==> src/rtl/multicycle_controller.sv <==
// rtl/multicycle_controller.sv - control FSM for the multicycle RV32I core
//
// Sequences each instruction through fetch/decode/execute/memory/writeback
// and drives every datapath select and enable. Outputs are Moore-style:
// decoded from the state register plus the (stable) IR fields.
//
// Ports:
//   clk, rst                 clock, asynchronous active-low reset
//   opcode, func3, func7     instruction fields from the IR (func7[5] only)
//   PCWrite, AdrSrc, MemWrite, IRWrite, RegWrite
//   ResultSrc, ALUSrc1, ALUSrc2, ALUControl, ImmSrc
//   branch, sel_branch       conditional PC load and condition select
//   illegal_instr            one-cycle pulse in DECODE for unsupported encodings
module multicycle_controller (
    input  logic       clk,
    input  logic       rst,
    input  logic [6:0] opcode,
    input  logic [2:0] func3,
    input  logic [6:0] func7,
    output logic       PCWrite,
    output logic       AdrSrc,
    output logic       MemWrite,
    output logic       IRWrite,
    output logic       RegWrite,
    output logic [1:0] ResultSrc,
    output logic [1:0] ALUSrc1,
    output logic [1:0] ALUSrc2,
    output logic [2:0] ALUControl,
    output logic [2:0] ImmSrc,
    output logic       branch,
    output logic [1:0] sel_branch,
    output logic       illegal_instr
);

    localparam logic [6:0] OP_R    = 7'b0110011;
    localparam logic [6:0] OP_I    = 7'b0010011;
    localparam logic [6:0] OP_LW   = 7'b0000011;
    localparam logic [6:0] OP_SW   = 7'b0100011;
    localparam logic [6:0] OP_B    = 7'b1100011;
    localparam logic [6:0] OP_JAL  = 7'b1101111;
    localparam logic [6:0] OP_JALR = 7'b1100111;
    localparam logic [6:0] OP_LUI  = 7'b0110111;

    localparam logic [2:0] ALU_ADD = 3'b000;
    localparam logic [2:0] ALU_SUB = 3'b001;
    localparam logic [2:0] ALU_AND = 3'b010;
    localparam logic [2:0] ALU_OR  = 3'b011;
    localparam logic [2:0] ALU_SLT = 3'b100;
    localparam logic [2:0] ALU_XOR = 3'b101;

    localparam logic [2:0] IMM_I = 3'd0;
    localparam logic [2:0] IMM_S = 3'd1;
    localparam logic [2:0] IMM_B = 3'd2;
    localparam logic [2:0] IMM_J = 3'd3;
    localparam logic [2:0] IMM_U = 3'd4;

    typedef enum logic [3:0] {
        S_FETCH,
        S_DECODE,
        S_EXEC_R,
        S_EXEC_I,
        S_ALU_WB,
        S_MEM_ADDR,
        S_MEM_READ,
        S_MEM_WB,
        S_MEM_WRITE,
        S_BRANCH,
        S_JAL,
        S_JALR,
        S_JALR_PC,
        S_JAL_WB,
        S_LUI
    } state_t;

    state_t     r_state;
    state_t     w_next;

    logic       w_alu_f3_ok;
    logic [2:0] w_alu_op;
    logic       w_br_f3_ok;
    logic [1:0] w_br_sel;
    logic       w_legal;

    logic       w_pc_write;
    logic       w_mem_write;
    logic       w_ir_write;
    logic       w_reg_write;
    logic       w_branch;
    logic       w_illegal;

    // Only func7[5] distinguishes add/sub; the other bits are don't-care.
    logic       w_unused_func7;
    assign w_unused_func7 = &{1'b0, func7[6], func7[4:0]};

    // ALU function from func3; the sub variant applies to R-type only.
    always_comb begin
        w_alu_f3_ok = 1'b1;
        w_alu_op    = ALU_ADD;
        case (func3)
            3'b000:  w_alu_op = (opcode == OP_R && func7[5]) ? ALU_SUB : ALU_ADD;
            3'b111:  w_alu_op = ALU_AND;
            3'b110:  w_alu_op = ALU_OR;
            3'b010:  w_alu_op = ALU_SLT;
            3'b100:  w_alu_op = ALU_XOR;
            default: w_alu_f3_ok = 1'b0;
        endcase
    end

    // Branch condition select: func3 bits {2,0} once the encoding is legal.
    assign w_br_f3_ok = (func3 == 3'b000) || (func3 == 3'b001) ||
                        (func3 == 3'b100) || (func3 == 3'b101);
    assign w_br_sel   = {func3[2], func3[0]};

    always_comb begin
        case (opcode)
            OP_R, OP_I:                            w_legal = w_alu_f3_ok;
            OP_B:                                  w_legal = w_br_f3_ok;
            OP_LW, OP_SW, OP_JAL, OP_JALR, OP_LUI: w_legal = 1'b1;
            default:                               w_legal = 1'b0;
        endcase
    end

    always_ff @(posedge clk or negedge rst) begin
        if (!rst) begin
            r_state <= S_FETCH;
        end else begin
            r_state <= w_next;
        end
    end

    always_comb begin
        w_next      = S_FETCH;
        w_pc_write  = 1'b0;
        w_mem_write = 1'b0;
        w_ir_write  = 1'b0;
        w_reg_write = 1'b0;
        w_branch    = 1'b0;
        w_illegal   = 1'b0;
        AdrSrc      = 1'b0;
        ResultSrc   = 2'd0;
        ALUSrc1     = 2'd0;
        ALUSrc2     = 2'd0;
        ALUControl  = ALU_ADD;
        ImmSrc      = IMM_I;
        sel_branch  = 2'd0;

        case (r_state)
            S_FETCH: begin
                w_ir_write = 1'b1;
                w_pc_write = 1'b1;
                ALUSrc2    = 2'd2;
                ResultSrc  = 2'd2;
                w_next     = S_DECODE;
            end
            S_DECODE: begin
                // ALUOut captures OldPC+imm as a speculative branch/jal target.
                ALUSrc1 = 2'd1;
                ALUSrc2 = 2'd1;
                ImmSrc  = (opcode == OP_JAL) ? IMM_J : IMM_B;
                if (!w_legal) begin
                    w_illegal = 1'b1;
                    w_next    = S_FETCH;
                end else begin
                    case (opcode)
                        OP_R:    w_next = S_EXEC_R;
                        OP_I:    w_next = S_EXEC_I;
                        OP_LW:   w_next = S_MEM_ADDR;
                        OP_SW:   w_next = S_MEM_ADDR;
                        OP_B:    w_next = S_BRANCH;
                        OP_JAL:  w_next = S_JAL;
                        OP_JALR: w_next = S_JALR;
                        default: w_next = S_LUI;
                    endcase
                end
            end
            S_EXEC_R: begin
                ALUSrc1    = 2'd2;
                ALUControl = w_alu_op;
                w_next     = S_ALU_WB;
            end
            S_EXEC_I: begin
                ALUSrc1    = 2'd2;
                ALUSrc2    = 2'd1;
                ALUControl = w_alu_op;
                w_next     = S_ALU_WB;
            end
            S_ALU_WB: begin
                w_reg_write = 1'b1;
                w_next      = S_FETCH;
            end
            S_MEM_ADDR: begin
                ALUSrc1 = 2'd2;
                ALUSrc2 = 2'd1;
                ImmSrc  = (opcode == OP_SW) ? IMM_S : IMM_I;
                w_next  = (opcode == OP_SW) ? S_MEM_WRITE : S_MEM_READ;
            end
            S_MEM_READ: begin
                AdrSrc = 1'b1;
                w_next = S_MEM_WB;
            end
            S_MEM_WB: begin
                ResultSrc   = 2'd1;
                w_reg_write = 1'b1;
                w_next      = S_FETCH;
            end
            S_MEM_WRITE: begin
                AdrSrc      = 1'b1;
                w_mem_write = 1'b1;
                w_next      = S_FETCH;
            end
            S_BRANCH: begin
                ALUSrc1    = 2'd2;
                ALUControl = ALU_SUB;
                w_branch   = 1'b1;
                sel_branch = w_br_sel;
                w_next     = S_FETCH;
            end
            S_JAL: begin
                // PC takes the target in ALUOut while the ALU forms OldPC+4.
                w_pc_write = 1'b1;
                ALUSrc1    = 2'd1;
                ALUSrc2    = 2'd2;
                w_next     = S_JAL_WB;
            end
            S_JALR: begin
                ALUSrc1 = 2'd2;
                ALUSrc2 = 2'd1;
                w_next  = S_JALR_PC;
            end
            S_JALR_PC: begin
                w_pc_write = 1'b1;
                ALUSrc1    = 2'd1;
                ALUSrc2    = 2'd2;
                w_next     = S_JAL_WB;
            end
            S_JAL_WB: begin
                w_reg_write = 1'b1;
                w_next      = S_FETCH;
            end
            S_LUI: begin
                ImmSrc      = IMM_U;
                ResultSrc   = 2'd3;
                w_reg_write = 1'b1;
                w_next      = S_FETCH;
            end
            default: w_next = S_FETCH;
        endcase
    end

    // While reset is low the state already reads FETCH, so selects show FETCH
    // values; only the enables need to be masked off.
    assign PCWrite       = w_pc_write  & rst;
    assign MemWrite      = w_mem_write & rst;
    assign IRWrite       = w_ir_write  & rst;
    assign RegWrite      = w_reg_write & rst;
    assign branch        = w_branch    & rst;
    assign illegal_instr = w_illegal   & rst;

endmodule

==> config.mk <==
export PLATFORM = sky130hd
export DESIGN_NAME = multicycle_controller
export DESIGN_NICKNAME = d
export VERILOG_FILES = /design/src/rtl/multicycle_controller.sv
export SDC_FILE = /design/constraint.sdc
export NUM_CORES = 1
export LEC_CHECK = 0
export BUFFER_PORTS_ARGS = -buffer_cell sky130_fd_sc_hd__clkbuf_2
export CAP_MARGIN = 20
export CORE_MARGIN = 2
export CORE_UTILIZATION = 45
export DETAILED_ROUTE_END_ITERATION = 10
export MAX_ROUTING_LAYER = met4
export PLACE_DENSITY = 0.83
export SLEW_MARGIN = 20
export SYNTH_ARGS = -nofsm -noshare
export SYNTH_HDL_FRONTEND = slang
export SYNTH_SLANG_ARGS = --single-unit
==> constraint.sdc <==
create_clock -name clk -period 1.84 [get_ports clk]
set_input_delay 0 -clock clk [delete_from_list [all_inputs] [get_ports clk]]
set_output_delay 0 -clock clk [all_outputs]
set_load 0.005 [all_outputs]
==> results by group, run 1 <==
CTS
  – Worst-Skew Late Latency: between 200 and 250 ps
  – CTS root buf: clkbuf_4
  – Clock transition at path regs: 40 ps
  – H-Tree Level Count: 1
  – CTS tree: done
  – Clock buffer depth: 2
  – Clk sinks: 4
  – Total CTS buffers: 3

GRT
  – Vias in the first global route: ~760
  – Total gr overflow: 0
  – First-pass GRT wire length: between 3 and 4 mm
  – Initial antenna violation count: 0
  – Largest net degree at the start of global routing: 18
  – Total track usage: a little over a fifth

Final layout
  – Number of flip-flops in the largest register: 4
  – Final #Nets: roughly 170
  – Area Growth Syn to Fin: 26.7%
  – Diode count: 0
  – Share of cells above drive strength 1: around a third
  – Top Registers: r_state (4)
  – Post-Layout Cell Count: approximately 160
  – Fin area: roughly 970 um2
  – Largest reg by FF count: r_state

Critical path
  – Startpoint Class: flip-flop
  – Crit-path max FO: 16
  – Worst R2R End: r_state[2]
  – Register-to-Register Path Depth: 4
  – R2r setup slk: 400 ps
  – Worst EP required: about 1800 ps
  – Reg2Reg Launch Point: r_state[3]
  – Crit path kind: reg -> out
  – Worst Path Arrival: 1600 ps
  – Crit end category: primary output

Yosys
  – Synth async-reset ratio: 100%
  – Cell count after synthesis: roughly 110
  – Yosys top cell by area: dfrtp_1
  – Synth area leaders: dfrtp_1, nor2_1, nand2_1
  – Syn. warnings: 0
  – Seq cells post-synth: 4
  – Most frequent cell after synthesis: nor2_1
  – Post-Syn Nets: about 130
  – Avg Inst Size Synth: about 6.9 um2
  – Number of synthesized flops with an enable pin: 0
  – Dominant synthesized flop cell: dfrtp_1
  – Seq/Total Area, Yosys: a little over an eighth
  – Top cell type's share of synthesized area: a little over an eighth
  – Synth unique cells: 42
  – Synthesized cell area: about 770 um2
  – Synth cell count leaders: nor2_1, nand2_1, a21oi_1

Timing
  – Final Hold Viols: 0
  – Final slew viol count: 0
  – Slew @ Worst Pin: ~380 ps
  – Fin crit share: between 80% and 90%
  – Final setup margin: approximately 240 ps
  – Final period demand of the worst path: between 1500 and 2000 ps
  – Worst slew margin: 74.3%
  – RSZ-0062 raised after global routing: no
  – Fmax: ~0.63 GHz
  – Final Skew: between 4 and 5 ps
  – Setup violators final: 0
  – Setup_tns: 0 ps

Die
  – FP Rows: 14
  – Core Footprint: approximately 0.0016 mm2
  – Die ar.: between 0.002 and 0.0025 mm2
  – Die Ht: 45.4 um
  – Top Ports: 40
  – Initial cell density of the core: between 40 and 50%
  – Die Wd: between 40 and 50 um

Placed design
  – Post-DP HPWL: roughly 1.6 mm
  – RePlAce Congestion: around 0.84
  – Placement Setup Slack: between 300 and 400 ps
  – Placed instance area: approximately 940 um2
  – Dpl cells: 157
  – PortBufs: 33

Run
  – Total of max-cap violations: 0

Detailed routing
  – Drt drc: 0
  – Drt total wl: approximately 2 mm
  – Initial DRC Count: 26
  – Wire length per cell: about 12 um
  – Remaining antenna violation count: 0
  – First-pass DRT Iterations: 4
  – Via count: a little over 900
  – Vias per Instance: around 5.8

Power and ir drop
  – Peak VDD IR: around 0.63 mV
  – Cell Pwr Density: 959 mW/mm2
  – Power, Total: approximately 0.94 mW
  – Static leakage: ~0.44 nW

Min path
  – Path category of the worst min-delay check: in -> async

Run status
  – Status: completed
where the power goes:
group	switching (mW)	internal, mW	total (mW)
clock	0.0348	0.0729	0.108
combinational	0.362	0.315	0.677
sequential	0.0368	0.114	0.151
cell usage in the layout, fill, tap and decap left out, drive strengths merged, types with 2 or more instances in the layout:
master	synthesis	routed
and3	3	3
nor3b	2	2
nor2	17	17
nand3	3	3
nand2	13	13
a21oi	8	8
o21ai	5	5
buf	5	3
nor3	5	5
inv	2	2
nor2b	6	6
dfrtp	4	4
nand3b	2	2
o2111a	2	2
xnor2	3	3
clkbuf	2	36
or3	2	2
o22ai	2	2
nor4	2	2
nand2b	6	6
a31oi	2	2
and2	4	4
how the worst max path moves through the flow:
| stage | end | start |
|---|---|---|
| floorplan | r_state[2] | r_state[1] |
| global placement | r_state[2] | r_state[3] |
| detailed placement | r_state[2] | r_state[3] |
| CTS | PCWrite | r_state[3] |
| global route | PCWrite | r_state[1] |
| finish | PCWrite | r_state[1] |
cells by family (layout without fill, tap and decap cells):
kind of cell / count (synthesis) / in the layout / share of synthesized area, %
DFF: 4 / 4 / 13.0
buffers and inverters: 9 / 42 / 5.69
AOI/OAI and AO/OA: 29 / 29 / 27.2
muxes: 1 / 1 / 1.46
and+or+nand+nor: 66 / 66 / 49.3
xor gates and xnor gates: 3 / 3 / 3.42
worst max-delay path, stage by stage, from the launching register on:
cell      delay, ps
dfrtp_1         350
buf_4           200
nor2b_1         300
nor3_1           80
a21oi_1         120
nor2_1           60
and2_1          150
clkbuf_2        100
metrics by stage:
step / utilization (%) / hold WS (ps)
2_1_floorplan: - / -296
3_3_place_gp: 60.4 / -150
3_5_place_dp: 60.4 / -147
4_1_cts: 62.4 / 145
5_1_grt: 62.5 / 149
6_report: 62.5 / 139
layer usage:
| layer | up-vias | part of all wire, % | global-route usage (%) | routed length (um) |
|---|---|---|---|---|
| met4 | 0 | 0 | 6.47 | 0 |
| met2 | 34 | 51 | 35.4 | 1020 |
| met5 | - | 0 | - | 0 |
| met1 | 420 | 43 | 25.5 | 865 |
| met3 | 0 | 5.9 | 4.00 | 117 |
| li1 | 472 | - | - | - |
area by class of cell:
cell class	instances	area, um2
multi-input combinational	99	626
tap	16	20.0
clock buffer	3	22.5
inverter	2	7.51
sequential	4	101
timing repair buffer	37	198
fill	141	584
repair_timing:
action / CTS / global route
buffers inserted: 0 / 0
hold endpoints to repair: 4 / 0
setup endpoints to repair: 0 / 1
gates resized for setup: 0 / 1
hold buffers: 1 / 0
Power figures use the tool's default switching activity.
==> run 2, diff against run 1 <==
ABC_AREA = 1   (was default)
CORE_UTILIZATION = 43   (was 45)
PLACE_DENSITY = 0.82   (was 0.83)
==> results by group, run 2 <==
Placed design
  – Placed instance area: 871 um2 (was 941 um2)
  – RePlAce Congestion: 0.884 (was 0.840)
  – PortBufs: 33 (unchanged)
  – Post-DP HPWL: 1.43 mm (was 1.59 mm)

Timing
  – Final slew viol count: 0 (unchanged)
  – Setup_tns: 0 ps (unchanged)
  – RSZ-0062 raised after global routing: no (unchanged)
  – Final period demand of the worst path: 1470 ps (was 1600 ps)
  – Final Skew: 7.27 ps (was 4.91 ps)
  – Worst slew margin: 83.8% (was 74.3%)
  – Setup violators final: 0 (unchanged)
  – Fin crit share: 80.0% (was 86.8%)
  – Slew @ Worst Pin: 242 ps (was 375 ps)
  – Final Hold Viols: 0 (unchanged)
  – WHS: 106 ps (was 139 ps)
  – Fmax: 0.679 GHz (was 0.626 GHz)

Yosys
  – Cell count after synthesis: 119 (was 112)
  – Top cell type's share of synthesized area: 14.6% (was 13.0%)
  – Post-Syn Nets: 138 (was 131)
  – Number of synthesized flops with an enable pin: 0 (unchanged)
  – Synth unique cells: 22 (was 42)
  – Avg Inst Size Synth: 5.76 um2 (was 6.87 um2)
  – Seq/Total Area, Yosys: 14.6% (was 13.0%)
  – Synth cell count leaders: nand2_1, nor2_1, inv_1 (was nor2_1, nand2_1, a21oi_1)
  – Most frequent cell after synthesis: nand2_1 (was nor2_1)
  – Dominant synthesized flop cell: dfrtp_1 (unchanged)
  – Seq cells post-synth: 4 (unchanged)
  – Syn. warnings: 0 (unchanged)
  – Synth async-reset ratio: 100% (unchanged)
  – Synthesized cell area: 686 um2 (was 769 um2)
  – Yosys top cell by area: dfrtp_1 (unchanged)
  – Synth area leaders: dfrtp_1, nand2_1, nor2_1 (was dfrtp_1, nor2_1, nand2_1)

CTS
  – H-Tree Level Count: 1 (unchanged)
  – Worst-Skew Late Latency: 240 ps (was 230 ps)
  – Total CTS buffers: 3 (unchanged)
  – CTS tree: done (unchanged)
  – Clock transition at path regs: 40 ps (about the same)
  – Clk sinks: 4 (unchanged)
  – Clock buffer depth: 2 (unchanged)
  – PostCTS Resize Cnt: 0 (unchanged)
  – CTS root buf: clkbuf_4 (unchanged)

Critical path
  – Startpoint Class: flip-flop (unchanged)
  – CP endpoint: ALUControl[0] (was PCWrite)
  – Worst R2R End: r_state[2] (unchanged)
  – Crit end category: primary output (unchanged)
  – Crit path kind: reg -> out (unchanged)
  – Max stage delay cell, worst path: dfrtp_1 (unchanged)
  – CP max stage delay: 420 ps (was 350 ps)
  – Worst Path Arrival: 1470 ps (was 1600 ps)
  – Crit. Startpoint: r_state[3] (was r_state[1])
  – Crit-path max FO: 5 (was 16)
  – Reg2Reg Launch Point: r_state[3] (unchanged)
  – Worst EP required: 1840 ps (about the same)
  – Register-to-Register Path Depth: 5 (was 4)
  – Crit path cell chain: nor2_1 -> inv_2 -> nor2_1 -> nand2_1 -> o21ai_0 -> clkbuf_2 (was buf_4 -> nor2b_1 -> nor3_1 -> a21oi_1 -> nor2_1 -> and2_1 -> clkbuf_2)
  – Critical Path Most Common Cell: nor2_1
  – R2r setup slk: 610 ps (was 400 ps)

Final layout
  – Top Registers: r_state (4) (unchanged)
  – Final #Nets: 177 (was 166)
  – Area Growth Syn to Fin: 31.8% (was 26.7%)
  – Most frequent cells in the layout: clkbuf_2, nand2_1, nor2_1 (was clkbuf_2, nor2_1, nand2_1)
  – Area of the multi-input gates: 499 um2 (was 626 um2)
  – Share of cells above drive strength 1: 42.3% (was 34.5%)
  – Most common cell after layout, fill and taps aside: clkbuf_2 (unchanged)
  – Fill cell count: 153 (was 141)
  – Register area: 100 um2 (was 101 um2)
  – Largest reg by FF count: r_state (unchanged)
  – Fin area: 903 um2 (was 975 um2)
  – Diode count: 0 (unchanged)
  – Number of flip-flops in the largest register: 4 (unchanged)

Power and ir drop
  – Peak VDD IR: 0.325 mV (was 0.632 mV)
  – Static leakage: 0.519 nW (was 0.435 nW)
  – Cell Pwr Density: 1020 mW/mm2 (was 959 mW/mm2)

Die
  – Initial cell density of the core: 45.5% (was 49.4%)
  – Core Footprint: 0.00151 mm2 (was 0.00156 mm2)
  – Top Ports: 40 (unchanged)
  – Die Wd: 43.9 um (was 45.4 um)
  – Die ar.: 0.00193 mm2 (was 0.00206 mm2)
  – Die Ht: 43.9 um (was 45.4 um)
  – FP Rows: 14 (unchanged)

Detailed routing
  – Remaining antenna violation count: 0 (unchanged)
  – Drt total wl: 1.71 mm (was 2.00 mm)
  – Via count: 848 (was 926)
  – First-pass DRT Iterations: 5 (was 4)
  – Drt drc: 0 (unchanged)
  – Vias per Instance: 4.93 (was 5.75)
  – Initial DRC Count: 17 (was 26)
  – Wire length per cell: 9.91 um (was 12.4 um)

GRT
  – Largest net degree at the start of global routing: 10 (was 18)
  – First-pass GRT wire length: 2.87 mm (was 3.14 mm)
  – Total gr overflow: 0 (unchanged)
  – Initial antenna violation count: 0 (unchanged)
  – Vias in the first global route: 749 (was 757)
  – Total track usage: 20.4% (was 21.2%)

Min path
  – Path category of the worst min-delay check: in -> async (unchanged)

Run status
  – Status: completed (unchanged)

Run
  – Total of max-cap violations: 0 (unchanged)
[run 2: per-layer routing]
metal,GRT usage [%],up-vias,share of wire [%]
li1,-,446,-
met1,22.0,368,41
met2,35.0,31,52
met3,1.67,3,5.9
met4,13.3,0,1.2
met5,-,-,0
[run 2: kinds of logic after synthesis]
group | synth area share [%]
flops | 14.6
simple gates | 58.0
compound gates | 14.8
buf+inv | 12.6
[run 2: worst min-delay path by stage]
| stage | startpoint | endpoint | cells past startpoint |
|---|---|---|---|
| after floorplan | rst | r_state[0] | 0 |
| after global placement | rst | r_state[2] | 1 |
| after detailed placement | rst | r_state[1] | 1 |
| after CTS | rst | r_state[2] | 2 |
| after global routing | rst | r_state[3] | 2 |
| final | rst | r_state[3] | 2 |
[run 2: cell type report]
class                           count  area share [%]
Sequential cell                     4            11.1
Inverter                           23            9.56
Multi-Input combinational cell     92            55.3
Timing Repair Buffer               34            19.4
Clock buffer                        3            2.49
Tap cell                           16            2.22
[run 2: critical path: cells and delay by family (launching register included)]
family          cells  cell delay (ps)
flops               1              420
simple gates        3              400
buf+inv             2              230
compound gates      1              180
[run 2: timing repair]
action	in CTS	in global routing
buffers inserted	0	0
hold buffers	1	0
hold endpoints to repair	4	0
[run 2: through the flow]
step	util (%)	cells	setup WS, ps	power [mW]
2_1_floorplan	-	119	753	0.575
3_3_place_gp	57.8	168	625	0.795
3_5_place_dp	57.8	168	626	0.804
4_1_cts	60.0	172	355	0.924
5_1_grt	60.0	172	224	1.02
6_report	60.0	172	368	0.920
[run 2: report_power, final]
part           switching [mW]  internal (mW)
sequential             0.0392          0.120
combinational           0.403          0.244
clock                  0.0401         0.0732
==> run 3, diff against run 2 <==
CORE_UTILIZATION = 39   (was 43)
PLACE_DENSITY = 0.79   (was 0.82)
clock period = 1.2 ns   (was 1.84 ns; I/O delays follow)
==> results by group, run 3 (synthesis results as in run 2) <==
Critical path
  – Worst EP required: 1200 ps (was 1840 ps)
  – Reg2Reg Launch Point: r_state[3] (unchanged)
  – Startpoint Class: flip-flop (unchanged)
  – Crit-path max FO: 5 (unchanged)
  – Worst Path Arrival: 1390 ps (was 1470 ps)
  – Crit end category: primary output (unchanged)
  – Crit path kind: reg -> out (unchanged)
  – R2r setup slk: -100 ps (was 610 ps)
  – Crit. Startpoint: r_state[3] (unchanged)

CTS
  – Clock buffer depth: 2 (unchanged)
  – Clock transition at path regs: 30 ps (was 40 ps)
  – Worst-Skew Late Latency: 240 ps (about the same)
  – H-Tree Level Count: 1 (unchanged)
  – Total CTS buffers: 3 (unchanged)
  – CTS tree: done (unchanged)
  – Clk sinks: 4 (unchanged)
  – CTS root buf: clkbuf_4 (unchanged)

GRT
  – Total track usage: 22.2% (was 20.4%)
  – Total gr overflow: 0 (unchanged)
  – Vias in the first global route: 832 (was 749)
  – First-pass GRT wire length: 3.28 mm (was 2.87 mm)
  – Initial antenna violation count: 0 (unchanged)
  – Largest net degree at the start of global routing: 10 (unchanged)

Detailed routing
  – Via count: 934 (was 848)
  – Drt total wl: 2.13 mm (was 1.71 mm)
  – Wire length per cell: 11.6 um (was 9.91 um)
  – Vias per Instance: 5.08 (was 4.93)
  – Drt drc: 0 (unchanged)
  – Remaining antenna violation count: 0 (unchanged)
  – First-pass DRT Iterations: 4 (was 5)
  – Initial DRC Count: 18 (was 17)

Run
  – Total of max-cap violations: 0 (unchanged)

Final layout
  – Number of flip-flops in the largest register: 4 (unchanged)
  – Final #Nets: 188 (was 177)
  – Top Registers: r_state (4) (unchanged)
  – Fill cell count: 157 (was 153)
  – Area Growth Syn to Fin: 64.2% (was 31.8%)
  – Largest reg by FF count: r_state (unchanged)
  – Post-Layout Cell Count: 184 (was 172)
  – Share of cells above drive strength 1: 64.7% (was 42.3%)
  – Most frequent cells in the layout: clkbuf_2, nand2_1, inv_2 (was clkbuf_2, nand2_1, nor2_1)
  – Diode count: 0 (unchanged)
  – Most common cell after layout, fill and taps aside: clkbuf_2 (unchanged)

Power and ir drop
  – Static leakage: 0.606 nW (was 0.519 nW)
  – Power, Total: 2.00 mW (was 0.920 mW)
  – Peak VDD IR: 0.824 mV (was 0.325 mV)
  – Cell Pwr Density: 1780 mW/mm2 (was 1020 mW/mm2)

Timing
  – Slew @ Worst Pin: 229 ps (was 242 ps)
  – Final slew viol count: 0 (unchanged)
  – Final Skew: 0.248 ps (was 7.27 ps)
  – Setup violators final: 25 (was 0)
  – Final setup margin: -187 ps (was 368 ps)
  – Final period demand of the worst path: 1390 ps
  – Fmax: a little over 0.7 GHz
  – RSZ-0062 raised after global routing: yes (was no)
  – Worst slew margin: 84.5% (was 83.8%)
  – Fin crit share: 116%
  – Final Hold Viols: 0 (unchanged)

Die
  – Initial cell density of the core: 40.6% (was 45.5%)
  – FP Rows: 15 (was 14)
  – Die Wd: 45.9 um (was 43.9 um)
  – Core Footprint: 0.00169 mm2 (was 0.00151 mm2)
  – Top Ports: 40 (unchanged)
  – Die ar.: 0.00211 mm2 (was 0.00193 mm2)
  – Die Ht: 45.9 um (was 43.9 um)

Placed design
  – PortBufs: 33 (unchanged)
  – RePlAce Congestion: 0.923 (was 0.884)
  – Post-DP HPWL: 1.61 mm (was 1.43 mm)
  – Dpl cells: 173 (was 168)

Run status
  – Status: finished with violations (was completed)
  – Failing checks: setup timing

Min path
  – Path category of the worst min-delay check: in -> async (unchanged)
-- run 3: changes by cell type in the layout (fill, tap and decap cells not counted), sizes merged --
cell    change
buf        +20
clkbuf      -9
-- run 3: worst max-delay path: stages, from the launching register on --
cell      delay (ps)
dfrtp_2          440
buf_6            140
nand2_4           70
inv_4             50
a21oi_4          210
nand2_2          120
clkbuf_2         130
-- run 3: final timing paths --
check,end,cells past startpoint
worst max-delay path,ALUSrc2[1],6
worst min-delay path,r_state[2],2
worst max register to register,r_state[3],7
worst min register to register,r_state[0],5
max in group asynchronous,r_state[1],2
min in group clk,r_state[0],6
-- run 3: power breakdown --
group | internal, mW | total [mW] | switching (mW)
combinational | 0.670 | 1.58 | 0.914
clock | 0.112 | 0.166 | 0.0541
sequential | 0.186 | 0.254 | 0.0681
total | 0.968 | 2.00 | 1.04
-- run 3: timing repair --
item | in CTS | in global routing
pin swaps | 12 | 15
hold endpoints to repair | 4 | 0
buffers inserted | 6 | 1
endpoints found under the setup margin | 21 | 25
hold buffers | 1 | 0
cloned | 0 | 0
gates resized for setup | 30 | 31
-- run 3: final cells by class --
cell class,count,area [um2],area share (%)
sequential,4,103,9.11
clock buffer,3,22.5,2.00
inverter,23,93.8,8.33
timing repair buffer,45,273,24.2
tap,17,21.3,1.89
multi-input combinational,92,613,54.4
-- run 3: stage by stage --
stage                     utilization [%]  setup TNS, ps  worst slack [ps]  hold WS [ps]  area [um2]
after floorplan                         -              0               113          -296         686
after global placement               53.4          -12.5             -12.5          -175         902
after detailed placement             53.4          -28.4             -28.4          -171         902
after CTS                            62.5          -2120              -161           118        1060
after global routing                 66.7          -4320              -242           138        1130
final                                66.7          -2800              -187           128        1130
-- run 3: routing by layer --
| layer | vias up | GRT usage, % | wire length (um) |
|---|---|---|---|
| met3 | 9 | 3.57 | 100 |
| met2 | 36 | 41.4 | 1170 |
| li1 | 471 | - | - |
| met1 | 418 | 21.8 | 774 |
| met4 | 0 | 10.3 | 85 |
| met5 | - | - | 0 |
